### config.mk
export PLATFORM = sky130hd
export DESIGN_NAME = cmp_event_tracker_flat
export DESIGN_NICKNAME = d
export VERILOG_FILES = /design/src/rtl/cmp_event_tracker_if.sv /design/src/rtl/cmp_event_tracker.sv /design/src/flat_wrapper.sv
export SDC_FILE = /design/constraint.sdc
export NUM_CORES = 1
export LEC_CHECK = 0
export ABC_AREA = 1
export BUFFER_PORTS_ARGS = -buffer_cell sky130_fd_sc_hd__buf_2
export CORE_MARGIN = 2
export CORE_UTILIZATION = 60
export DETAILED_ROUTE_END_ITERATION = 16
export PLACE_DENSITY = 0.85
export SYNTH_ARGS = -nofsm -noshare
export SYNTH_HDL_FRONTEND = slang
export SYNTH_SLANG_ARGS = --single-unit
### constraint.sdc
create_clock -name clk -period 3.5 [get_ports clk]
set_clock_uncertainty 0.2 [all_clocks]
set_input_delay 0.35 -clock clk [delete_from_list [all_inputs] [get_ports clk]]
set_output_delay 0.35 -clock clk [all_outputs]
set_load 0.03 [all_outputs]
### src/rtl/cmp_event_tracker_if.sv
// cmp_event_tracker_if: comparator result bus (valid strobe plus one-hot gt/lt/eq flags).
interface cmp_event_tracker_if;
    logic in_valid;
    logic a_gt_b;
    logic a_lt_b;
    logic a_eq_b;

    modport master (output in_valid, a_gt_b, a_lt_b, a_eq_b);
    modport slave  (input  in_valid, a_gt_b, a_lt_b, a_eq_b);
endinterface

### src/rtl/cmp_event_tracker.sv
// cmp_event_tracker: debounced HIGH/LOW tracker with rise/fall pulses, saturating counters and sticky irq.
// Define CMP_TRACK_ONEHOT_CHECK_EN to flag non-one-hot samples on err_o and treat them as EQ.
module cmp_event_tracker #(
    parameter int DEBOUNCE  = 4,
    parameter int CNT_WIDTH = 16
) (
    input  logic                 clk,
    input  logic                 rst_n,
    cmp_event_tracker_if.slave   cmp,
    input  logic                 clr,
    output logic [1:0]           state_o,
    output logic                 rise_pulse,
    output logic                 fall_pulse,
    output logic [CNT_WIDTH-1:0] rise_count,
    output logic [CNT_WIDTH-1:0] fall_count,
    output logic                 irq,
    output logic                 err_o
);
    typedef enum logic [1:0] {ST_UNK = 2'b00, ST_LOW = 2'b01, ST_HIGH = 2'b10} state_t;
    typedef enum logic [1:0] {C_NONE = 2'b00, C_GT = 2'b01, C_LT = 2'b10} cand_t;

    localparam logic [7:0]           DB   = 8'(DEBOUNCE);
    localparam logic [CNT_WIDTH-1:0] CMAX = '1;
    localparam logic [CNT_WIDTH-1:0] CONE = CNT_WIDTH'(1);

    state_t                state_q, state_d;
    cand_t                 cand_q, cand_d;
    logic [7:0]            dbc_q, dbc_d;
    logic                  rise_q, rise_d, fall_q, fall_d, irq_q, irq_d, err_q, err_d;
    logic [CNT_WIDTH-1:0]  rcnt_q, rcnt_d, fcnt_q, fcnt_d;
    logic                  is_gt, is_lt, bad;

`ifdef CMP_TRACK_ONEHOT_CHECK_EN
    assign bad   = !$onehot({cmp.a_gt_b, cmp.a_lt_b, cmp.a_eq_b});
    assign is_gt = !bad && cmp.a_gt_b;
    assign is_lt = !bad && cmp.a_lt_b;
`else
    assign bad   = 1'b0;
    assign is_gt = cmp.a_gt_b;
    assign is_lt = !cmp.a_gt_b && cmp.a_lt_b;
`endif

    always_comb begin
        state_d = state_q;
        cand_d  = cand_q;
        dbc_d   = dbc_q;
        rise_d  = 1'b0;
        fall_d  = 1'b0;
        err_d   = 1'b0;
        rcnt_d  = clr ? '0 : rcnt_q;
        fcnt_d  = clr ? '0 : fcnt_q;
        irq_d   = clr ? 1'b0 : irq_q;
        if (cmp.in_valid) begin
            err_d  = bad;
            cand_d = is_gt ? C_GT : is_lt ? C_LT : C_NONE;
            dbc_d  = cand_d == C_NONE ? 8'd0 : cand_d != cand_q ? 8'd1 : dbc_q < DB ? dbc_q + 8'd1 : DB;
            // Leaving UNKNOWN only sets the level; real events need a known prior level.
            if (dbc_d == DB && cand_d == C_GT && state_q != ST_HIGH) begin
                state_d = ST_HIGH;
                if (state_q == ST_LOW) begin
                    rise_d = 1'b1;
                    irq_d  = 1'b1;
                    rcnt_d = clr ? CONE : rcnt_q == CMAX ? CMAX : rcnt_q + CONE;
                end
            end
            if (dbc_d == DB && cand_d == C_LT && state_q != ST_LOW) begin
                state_d = ST_LOW;
                if (state_q == ST_HIGH) begin
                    fall_d = 1'b1;
                    irq_d  = 1'b1;
                    fcnt_d = clr ? CONE : fcnt_q == CMAX ? CMAX : fcnt_q + CONE;
                end
            end
        end
    end

    always_ff @(posedge clk or negedge rst_n) begin
        if (!rst_n) begin
            state_q <= ST_UNK;
            cand_q  <= C_NONE;
            dbc_q   <= 8'd0;
            rise_q  <= 1'b0;
            fall_q  <= 1'b0;
            irq_q   <= 1'b0;
            err_q   <= 1'b0;
            rcnt_q  <= '0;
            fcnt_q  <= '0;
        end else begin
            state_q <= state_d;
            cand_q  <= cand_d;
            dbc_q   <= dbc_d;
            rise_q  <= rise_d;
            fall_q  <= fall_d;
            irq_q   <= irq_d;
            err_q   <= err_d;
            rcnt_q  <= rcnt_d;
            fcnt_q  <= fcnt_d;
        end
    end

    assign state_o    = state_q;
    assign rise_pulse = rise_q;
    assign fall_pulse = fall_q;
    assign rise_count = rcnt_q;
    assign fall_count = fcnt_q;
    assign irq        = irq_q;
    assign err_o      = err_q;
endmodule

### src/flat_wrapper.sv
// flat-port wrapper written by rule: the top's interface ports become plain ports
module cmp_event_tracker_flat 
#(
    parameter int DEBOUNCE  = 4,
    parameter int CNT_WIDTH = 16
)
  (clk, rst_n, clr, state_o, rise_pulse, fall_pulse, rise_count, fall_count, irq, err_o, cmp_in_valid, cmp_a_gt_b, cmp_a_lt_b, cmp_a_eq_b);
  cmp_event_tracker_if cmp_i ();
  input  logic clk;
  input  logic rst_n;
  input  logic clr;
  output logic [1:0] state_o;
  output logic rise_pulse;
  output logic fall_pulse;
  output logic [CNT_WIDTH-1:0] rise_count;
  output logic [CNT_WIDTH-1:0] fall_count;
  output logic irq;
  output logic err_o;
  input wire logic [$bits(cmp_i.in_valid)-1:0] cmp_in_valid;
  input wire logic [$bits(cmp_i.a_gt_b)-1:0] cmp_a_gt_b;
  input wire logic [$bits(cmp_i.a_lt_b)-1:0] cmp_a_lt_b;
  input wire logic [$bits(cmp_i.a_eq_b)-1:0] cmp_a_eq_b;
  assign cmp_i.in_valid = cmp_in_valid;
  assign cmp_i.a_gt_b = cmp_a_gt_b;
  assign cmp_i.a_lt_b = cmp_a_lt_b;
  assign cmp_i.a_eq_b = cmp_a_eq_b;
  cmp_event_tracker #(.DEBOUNCE(DEBOUNCE), .CNT_WIDTH(CNT_WIDTH)) u_core (.clk(clk), .rst_n(rst_n), .cmp(cmp_i), .clr(clr), .state_o(state_o), .rise_pulse(rise_pulse), .fall_pulse(fall_pulse), .rise_count(rise_count), .fall_count(fall_count), .irq(irq), .err_o(err_o));
endmodule
Word-level counts from Yosys, hierarchy flattened --
Cells that the tools add are included. W data, S select, Z words.
Word-level totals: memory bits (writable) 0, bits of input ports 7, output and inout bits 38, bits in latches 0, memories 0, ROM bits 0, word-level logic and storage cells 62, flip-flop bits (word level) 47
Cells by class: bitwise gates (word level) 0, order comparisons 1, $add $sub $neg 3, mux-type cells 31, equality and inequality tests 10, reductions and logical operators 9, shift operators 0, divide/modulo/power cells 0, $mul 0
Operators with widths (number):
- $mux W16 | 12
- $add A16 B1 Y16 const B | 2
- $eq A16 B16 Y1 const B | 2
- $mux W8 | 3
- $mux W1 | 12
- $add A8 B1 Y8 const B | 1
- $eq A8 B3 Y1 const B | 1
- $lt A8 B3 Y1 const B | 1
- $mux W2 | 4
- $logic_and A1 B1 Y1 | 5
- $eq A2 B1 Y1 const B | 2
- $eq A2 B2 Y1 const B | 2
- $logic_not A2 Y1 | 1
- $ne A2 B1 Y1 const B | 1
- $ne A2 B2 Y1 | 1
- $ne A2 B2 Y1 const B | 1
- $reduce_and A2 Y1 | 1
- $reduce_bool A2 Y1 | 1
- $logic_not A1 Y1 | 1

Logic depth before layout (Yosys ltp) --
Gate-level depths: netlist of run 1.
depth after elaboration 14, mapped depth 13, depth with buffers taken out 12

Worst setup path after synthesis of run 1 --
No wires, ideal clock.
path type register to register, start point register u_core.fcnt_q[0], in the netlist u_core.fall_count[0], end point register u_core.fcnt_q[12], in the netlist u_core.fall_count[12], path slack 1.466 ns, cell stages (with the launch flop) 11, data arrival time 1.715 ns, buffers on the path 0, library setup time 0.119 ns, period minus slack after synthesis 2.034 ns, data required time 3.181 ns, cells stage by stage dfrtp_1 ha_1 nand2_1 nor2_1 nand2_1 nor2_2 inv_1 nor3_1 o21ai_0 nand2_1 nand2_1
On the way: word-level cells in the longest chain between the ends 6, elaborated cells on any way between the ends 7, those cells by class add/sub: 1; eq/ne: 1; mux: 5
Ends and longest elaborated chain:
- from (decl) | line cmp_event_tracker.sv:30 | logic [CNT_WIDTH-1:0] rcnt_q, rcnt_d, fcnt_q, fcnt_d;
- from (signal assigned) | line cmp_event_tracker.sv:97 | fcnt_q <= fcnt_d;
- $add A16 B1 Y16 or $eq A16 B16 Y1 (tied branches) | line cmp_event_tracker.sv:71 | fcnt_d = clr ? CONE : fcnt_q == CMAX ? CMAX : fcnt_q + CONE;
- $mux W16 * (2 in a row) | line cmp_event_tracker.sv:71
- $mux W16 * | line cmp_event_tracker.sv:68 | if (state_q == ST_HIGH) begin
- $mux W16 * | line cmp_event_tracker.sv:66 | if (dbc_d == DB && cand_d == C_LT && state_q != ST_LOW) begin
- $mux W16 * | line cmp_event_tracker.sv:53 | if (cmp.in_valid) begin
- net u_core.fcnt_d[12] | line cmp_event_tracker.sv:30
The timed path passes the listed nets; every way through them passes the cells marked *. A chain may end at the register's enable or synchronous reset.

Worst setup path in the final report of run 1 --
start point register u_core.state_q[0], in the netlist u_core.state_o[0], end point register u_core.fcnt_q[1], in the netlist u_core.fall_count[1]
On the way: word-level cells in the longest chain between the ends 4, elaborated cells on any way between the ends 6, those cells by class eq/ne: 2; mux: 3; reduce/logical: 1
Ends and longest elaborated chain:
- from (decl) | line cmp_event_tracker.sv:26 | state_t state_q, state_d;
- from (signal assigned) | line cmp_event_tracker.sv:89 | state_q <= state_d;
- $eq A2 B2 Y1 or $ne A2 B1 Y1 (tied branches) | line cmp_event_tracker.sv:68, cmp_event_tracker.sv:66
- $mux W16 or $logic_and A1 B1 Y1 (tied branches) | line cmp_event_tracker.sv:68, cmp_event_tracker.sv:66
- $mux W16 * | line cmp_event_tracker.sv:66
- $mux W16 * | line cmp_event_tracker.sv:53
- net u_core.fcnt_d[1] | line cmp_event_tracker.sv:30
Marked as above.

==> qor.yml, run 1 <==
run_status:
  outcome: "complete, no violations"
critical_path:
  end_kind: "flip-flop"
  crit_chain: "nor2_2, inv_1, nor2_1, o21ai_0, o21ai_0, nand2_1, o21ai_0"
  crit_top_cell: "o21ai_0"
  reg2reg_depth: 7
  cp_num_buf_inv: 1
  worst-setup-path-type: "flip-flop to flip-flop"
  crit_family: "simple AND/OR/NAND/NOR gates"
  critPathSlowestCell: "nor2_1"
  crit_arrival_ps: 2330
  r2r-start: "u_core.state_o[0]"
  start_kind: "flip-flop"
  cp.required_ps: 3510
  rr_endpoint: "u_core.fall_count[1]"
  cp_slowest_stage_delay_ps: 570
  worstPathMaxFanout: 12
  r2r_slack_ps: 1180
global_route:
  grt_pass1_vias: 3006
  grtUsageTotal_pct: 26.6
  grt-busiest-layer: "met2"
  met3_usage_pct: 4.19
  antenna_found_initial: 0
  grt_util_met1_pct: 34.8
  grt_overflow: 0
  grt_max_degree: 28
  grt_pass1_wl_mm: 13.1
  met2_usage_pct: 44.2
power_and_ir_drop:
  p_comb_share_pct: 13.4
  vdd_drop_max_mv: 0.180
  power_frac_seq_pct: 56.5
  clkPwrFrac_pct: 30.1
  netSwitchingFraction_pct: 27.8
  leakage_nw: 1.87
  p_sw_mw: 0.277
  intPower_mw: 0.719
  p_per_area_nw_per_um2: 278
hold_path:
  hold-path-endpoint: "u_core.dbc_q[6]"
  worstHoldStart: "cmp_in_valid"
  worstHoldPathCells: 2
  min_path_type: "primary input to flip-flop"
detailed_routing:
  viasPerCell: 5.51
  drt_iter0_drc: 296
  wire_per_inst_microns: 12.9
  dr.pass1.iters: 6
  routed_wl_mm: 7.67
  num_vias: 3266
  final_antenna_net_count: 0
  drcViolationCount: 0
logic_synthesis:
  synth_top_area_cell: "dfrtp_1"
  synth_common_cells: "142 x nand2_1, 70 x nor2_1, 60 x inv_1, 47 x dfrtp_1, 43 x nand3_1"
  synth_area_sq_um: 3280
  syn_nets: 496
  synth_edf_count: 0
  synth_ff_type: "dfrtp_1"
  yosysMostFrequentCell: "nand2_1"
  ys_types: 36
  ys_top_cells_by_area: "dfrtp_1 36%, nand2_1 16%, nor2_1 8.0%"
  ys_ff_latch: 47
  async_reset_ff_share_pct: 100
  synth_top_area_share_pct: 35.9
  synth_seq_area_share_pct: 35.9
  synthCells: 486
  yosys_warnings: 0
  syn_avg_cell_area_sq_um: 6.75
sta:
  slew_headroom_pct: 54.7
  tightest_slew_ps: 678
  timing.final.setup_violations: 0
  timing.final.max_slew_violations: 0
  timing.final.ws_setup_ps: 1180
  period_share_pct: 66.3
  rsz0062_at_grt: "no"
  final_hold_viol_count: 0
  setup-tns-final_ps: 0
  period_minus_slack_ps: 2320
  timing.fmax_mhz: 431
final_layout:
  nets: 534
  synthToLayoutAreaGrowth_pct: 9.00
  layoutNonFillerInstCount: 593
  final_layout_size_suffix_gt1_share_pct: 14.3
  fillers: 449
  num_antenna_cells: 0
cts:
  clock_path_buffers: 2
  path_clk_slew_ps: 80
  numClockSinks: 47
  numCtsBuffers: 5
  cts_root_buf: "clkbuf_8"
  cts_tree: "done"
  cts-htree-levels: 2
  clkLatencyLatePin_ps: 300
  cts_setup_buffers: 0
  cts_resized: 0
placed_design:
  post-place-ws_ps: 1220
  place_hpwl_mm: 5.47
  gp_routability_congestion: 0.945
  port_buffers: 42
  dp.cells: 586
floorplanning:
  die_x_microns: 77.9
  io_pins: 45
  dieArea_sq_um: 6070
  rows: 26
  die_y_microns: 77.9
  initial_core_util_pct: 63.0
  core_sq_um: 5200
flow_run:
  drv_cap: 0
## metrics by stage
step                      hold WS (ps)  utilization (%)  total power, mW  cell area, sq um
after detailed placement           183             67.1            0.706              3490
final                              155             68.7            0.995              3570
after floorplan                   -146                -            0.663              3280
after global routing               170             68.7             1.05              3570
after global placement             177             67.1            0.701              3490
after CTS                          146             68.7             1.01              3570
## metal layers
layer  up-vias  routed length (microns)
met4         0                      108
met5         -                        0
li1       1629                        -
met1      1489                     3350
met2       135                     3710
met3        13                      507
## placed cells by master, fill, tap and decap left out, types with 2 or more instances in the layout
| cell | n |
|---|---|
| a21oi_1 | 5 |
| nor2_2 | 3 |
| clkbuf_8 | 5 |
| nor3_1 | 5 |
| o21ai_0 | 22 |
| xor2_1 | 11 |
| o21ai_1 | 7 |
| buf_2 | 42 |
| buf_4 | 2 |
| a22oi_1 | 11 |
| nor2_1 | 70 |
| ha_1 | 3 |
| nand2_1 | 142 |
| nand3_1 | 43 |
| inv_4 | 2 |
| nand2_2 | 3 |
| inv_1 | 60 |
| dfrtp_1 | 47 |
| nor2_4 | 2 |
| nand4_1 | 14 |
| o21ai_2 | 9 |
## worst max-delay path by stage
stage | startpoint | endpoint | slack (ps) | cells past startpoint
3_3_place_gp | u_core.state_o[0] | u_core.fall_count[1] | 1230 | 7
2_1_floorplan | u_core.fall_count[0] | u_core.fall_count[12] | 1470 | 10
3_5_place_dp | u_core.state_o[0] | u_core.fall_count[1] | 1220 | 7
5_1_grt | u_core.state_o[1] | u_core.fall_count[2] | 870 | 8
4_1_cts | u_core.state_o[0] | u_core.fall_count[1] | 1180 | 7
6_report | u_core.state_o[0] | u_core.fall_count[1] | 1180 | 7
## worst reg2reg max path, cell delays in order (launching register included)
cell,delay [ps]
dfrtp_1,430
nor2_2,370
inv_1,230
nor2_1,570
o21ai_0,180
o21ai_0,120
nand2_1,60
o21ai_0,70
## repair_timing
item                                    4_1_cts  5_1_grt
hold buffers                                  1        0
endpoints found under the hold margin        24        0
endpoints found under the setup margin        0        0
## power groups by stage
stage	sequential, mW	clock, mW	combinational [mW]
2_1_floorplan	0.580	0	0.0829
3_3_place_gp	0.572	0	0.129
3_5_place_dp	0.572	0	0.133
4_1_cts	0.562	0.315	0.134
5_1_grt	0.564	0.334	0.150
6_report	0.562	0.300	0.134
## flip-flops by register name, summed over array words and instances, names as in the netlist
| name | count |
|---|---|
| u_core.cand_q | 2 |
| u_core.dbc_q | 8 |
| u_core.fall_count | 16 |
| u_core.fall_pulse | 1 |
| u_core.irq | 1 |
| u_core.rise_count | 16 |
| u_core.rise_pulse | 1 |
| u_core.state_o | 2 |
## kinds of logic after synthesis
| family | share of synthesized area [%] |
|---|---|
| buffers and inverters | 10.3 |
| xor gates and xnor gates | 3.20 |
| AOI/OAI and AO/OA | 10.6 |
| adders and majority gates | 1.14 |
| and+or+nand+nor | 38.8 |
| other | 0.114 |
| DFF | 35.9 |
## area by class of cell
cell class / count / area, sq um / area share [%]
multi-input cells: 363 / 1770 / 49.4
flip-flops and latches: 47 / 1180 / 32.9
inverters: 62 / 238 / 6.65
repair buffers: 45 / 235 / 6.58
well taps: 70 / 87.6 / 2.45
clock buffers: 6 / 72.6 / 2.03
Note: power is estimated with default switching activity, not from simulation.
==> inputs of run 2 (changes only) <==
Settings changed: CORE_UTILIZATION 60 to 52, PLACE_DENSITY 0.85 to 0.78.
Clock period 3.5 ns to 2 ns, I/O delays scaled along.
==> run 2 against run 1 <==
Against the previous run:
- die area up 15%
- worst hold slack worse by 120 ps
- non-clock buffer count is 21 higher
- clock power increased by 110%
- routed wire length increased by 3.0%
- cell count rose by 4.7%
- register-to-register slack lost 1000 ps
- critical endpoint is now u_core.rise_count[0]
- largest cell class unchanged
==> qor.yml, run 2 (synthesis results as in run 1) <==
global_route:
  grtUsageTotal_pct: 22.9  # was 26.6%
  grt_overflow: 0  # unchanged
  grt_pass1_wl_mm: 13.3  # was 13.1 mm
  grt_pass1_vias: 2977  # was 3006
  antenna_found_initial: 0  # unchanged
  grt_max_degree: 28  # unchanged
critical_path:
  start_kind: "flip-flop"  # unchanged
  worstPathMaxFanout: 4  # was 12
  cp.required_ps: 1980  # was 3510 ps
  end_kind: "flip-flop"  # unchanged
  worst-setup-path-type: "flip-flop to flip-flop"  # unchanged
  crit_arrival_ps: 1850  # was 2330 ps
detailed_routing:
  drcViolationCount: 0  # unchanged
  num_vias: 3244  # was 3266
  drt_iter0_drc: 189  # was 296
  viasPerCell: 5.22  # was 5.51
  routed_wl_mm: 7.91  # was 7.67 mm
  wire_per_inst_microns: 12.7  # was 12.9 microns
  dr.pass1.iters: 5  # was 6
  final_antenna_net_count: 0  # unchanged
sta:
  period_minus_slack_ps: 1860  # was 2320 ps
  timing.final.setup_violations: 0  # unchanged
  timing.final.max_slew_violations: 0  # unchanged
  period_share_pct: 93.1  # was 66.3%
  timing.fmax_mhz: 537  # was 431 MHz
  timing.hold.ws_ps: 38.0  # was 155 ps
  tightest_slew_ps: 530  # was 678 ps
  rsz0062_at_grt: "no"  # unchanged
  timing.final.ws_setup_ps: 137  # was 1180 ps
  final_hold_viol_count: 0  # unchanged
  setup-tns-final_ps: 0  # unchanged
  slew_headroom_pct: 64.6  # was 54.7%
power_and_ir_drop:
  p_per_area_nw_per_um2: 489  # was 278 nW/um^2
  p_comb_share_pct: 14.6  # was 13.4%
  clkPwrFrac_pct: 33.4  # was 30.1%
  p_sw_mw: 0.518  # was 0.277 mW
  power_frac_seq_pct: 52.0  # was 56.5%
  intPower_mw: 1.37  # was 0.719 mW
  leakage_nw: 1.99  # was 1.87 nW
  vdd_drop_max_mv: 0.511  # was 0.180 mV
  netSwitchingFraction_pct: 27.4  # was 27.8%
  finalPower_mw: 1.89  # was 0.995 mW
final_layout:
  final_layout_size_suffix_gt1_share_pct: 20.5  # was 14.3%
  nets: 555  # was 534
  fillers: 508  # was 449
  regArea_sq_um: 1180  # about the same
  final_cell_mix: "140 x nand2_1, 65 x nor2_1, 60 x inv_1, 43 x dfrtp_1"  # was 142 x nand2_1, 70 x nor2_1, 60 x inv_1, 47 x dfrtp_1, 43 x nand3_1
  num_antenna_cells: 0  # unchanged
  layoutNonFillerInstCount: 621  # was 593
  synthToLayoutAreaGrowth_pct: 17.8  # was 9.00%
  layout_commonest_cell: "nand2_1"  # unchanged
  multi_input_area_sq_um: 1820  # was 1770 sq um
floorplanning:
  core_sq_um: 5990  # was 5200 sq um
  die_y_microns: 83.4  # was 77.9 microns
  die_x_microns: 83.4  # was 77.9 microns
  dieArea_sq_um: 6960  # was 6070 sq um
  rows: 28  # was 26
  initial_core_util_pct: 54.7  # was 63.0%
  io_pins: 45  # unchanged
cts:
  cts-htree-levels: 2  # unchanged
  cts_tree: "done"  # unchanged
  numClockSinks: 47  # unchanged
  clock_path_buffers: 2  # unchanged
  clkLatencyLatePin_ps: 300  # about the same
  numCtsBuffers: 5  # unchanged
  path_clk_slew_ps: 80  # about the same
  cts_root_buf: "clkbuf_8"  # unchanged
placed_design:
  place_hpwl_mm: 5.86  # was 5.47 mm
  gp_routability_congestion: 0.860  # was 0.945
  dp.cells: 609  # was 586
  port_buffers: 42  # unchanged
  post-place-ws_ps: 27.7  # was 1220 ps
hold_path:
  min_path_type: "primary input to flip-flop"  # unchanged
run_status:
  outcome: "complete, no violations"  # unchanged
flow_run:
  drv_cap: 0  # unchanged
run 2: cell count changes in the layout (fill, tap and decap cells not counted), moves of 2 or more:
cell,previous run,this run
nand2_1,142,140
clkbuf_8,5,7
buf_4,2,20
dfrtp_1,47,43
nor2_4,2,5
nor2_1,70,65
nor2_2,3,5
nand2_2,3,5
buf_12,0,2
dfrtp_2,0,4
run 2: power by group through the flow:
stage          Clock [mW]  Combinational, mW  Sequential (mW)
2_1_floorplan           0              0.145             1.02
3_3_place_gp            0              0.257             1.00
3_5_place_dp            0              0.264             1.00
4_1_cts             0.644              0.267            0.982
5_1_grt             0.682              0.307            0.986
6_report            0.630              0.276            0.982
run 2: critical path, stage by stage (launching register included):
cell	delay, ps
dfrtp_1	400
ha_1	270
inv_1	60
nor2_1	60
nor2b_4	130
nor2_4	200
nand4_1	240
nand2_1	120
nand2_1	70
run 2: final timing paths:
| check | endpoint | slack (ps) | start | depth (start not counted) |
|---|---|---|---|---|
| worst min register to register | u_core.dbc_q[3] | 300 | u_core.dbc_q[3] | 2 |
| max in group asynchronous | u_core.fall_count[0] | 850 | rst_n | 3 |
| worst max-delay path | u_core.rise_count[0] | 140 | u_core.dbc_q[0] | 8 |
| min in group asynchronous | u_core.rise_count[8] | 200 | rst_n | 2 |
| worst max register to register | u_core.rise_count[0] | 140 | u_core.dbc_q[0] | 8 |
| worst min-delay path | u_core.dbc_q[4] | 40 | cmp_in_valid | 3 |
run 2: metrics by stage:
step	utilization (%)	area (sq um)
floorplan	-	3280
global placement	61.2	3660
detailed placement	61.2	3660
CTS	63.0	3770
global route	64.5	3860
finish	64.5	3860
run 2: per-layer routing:
metal / global-route usage, % / share of wire [%] / up-vias
met5: 0 / 0 / -
met4: 5.72 / 0.61 / 0
met3: 3.38 / 3.8 / 5
met2: 37.8 / 47 / 69
met1: 31.8 / 48 / 1503
li1: - / - / 1667
run 2: repair_timing:
action                                  in CTS  in global routing
resized for setup                            0                 19
hold endpoints to repair                    20                  0
hold buffers                                 1                  0
endpoints found under the setup margin       0                 21
buffers inserted                             0                  3
run 2: layout make-up:
type	count	area share (%)
repair buffers	66	10.9
flip-flops and latches	47	30.6
clock buffers	8	2.59
well taps	75	2.43
multi-input cells	363	47.2
inverters	62	6.28
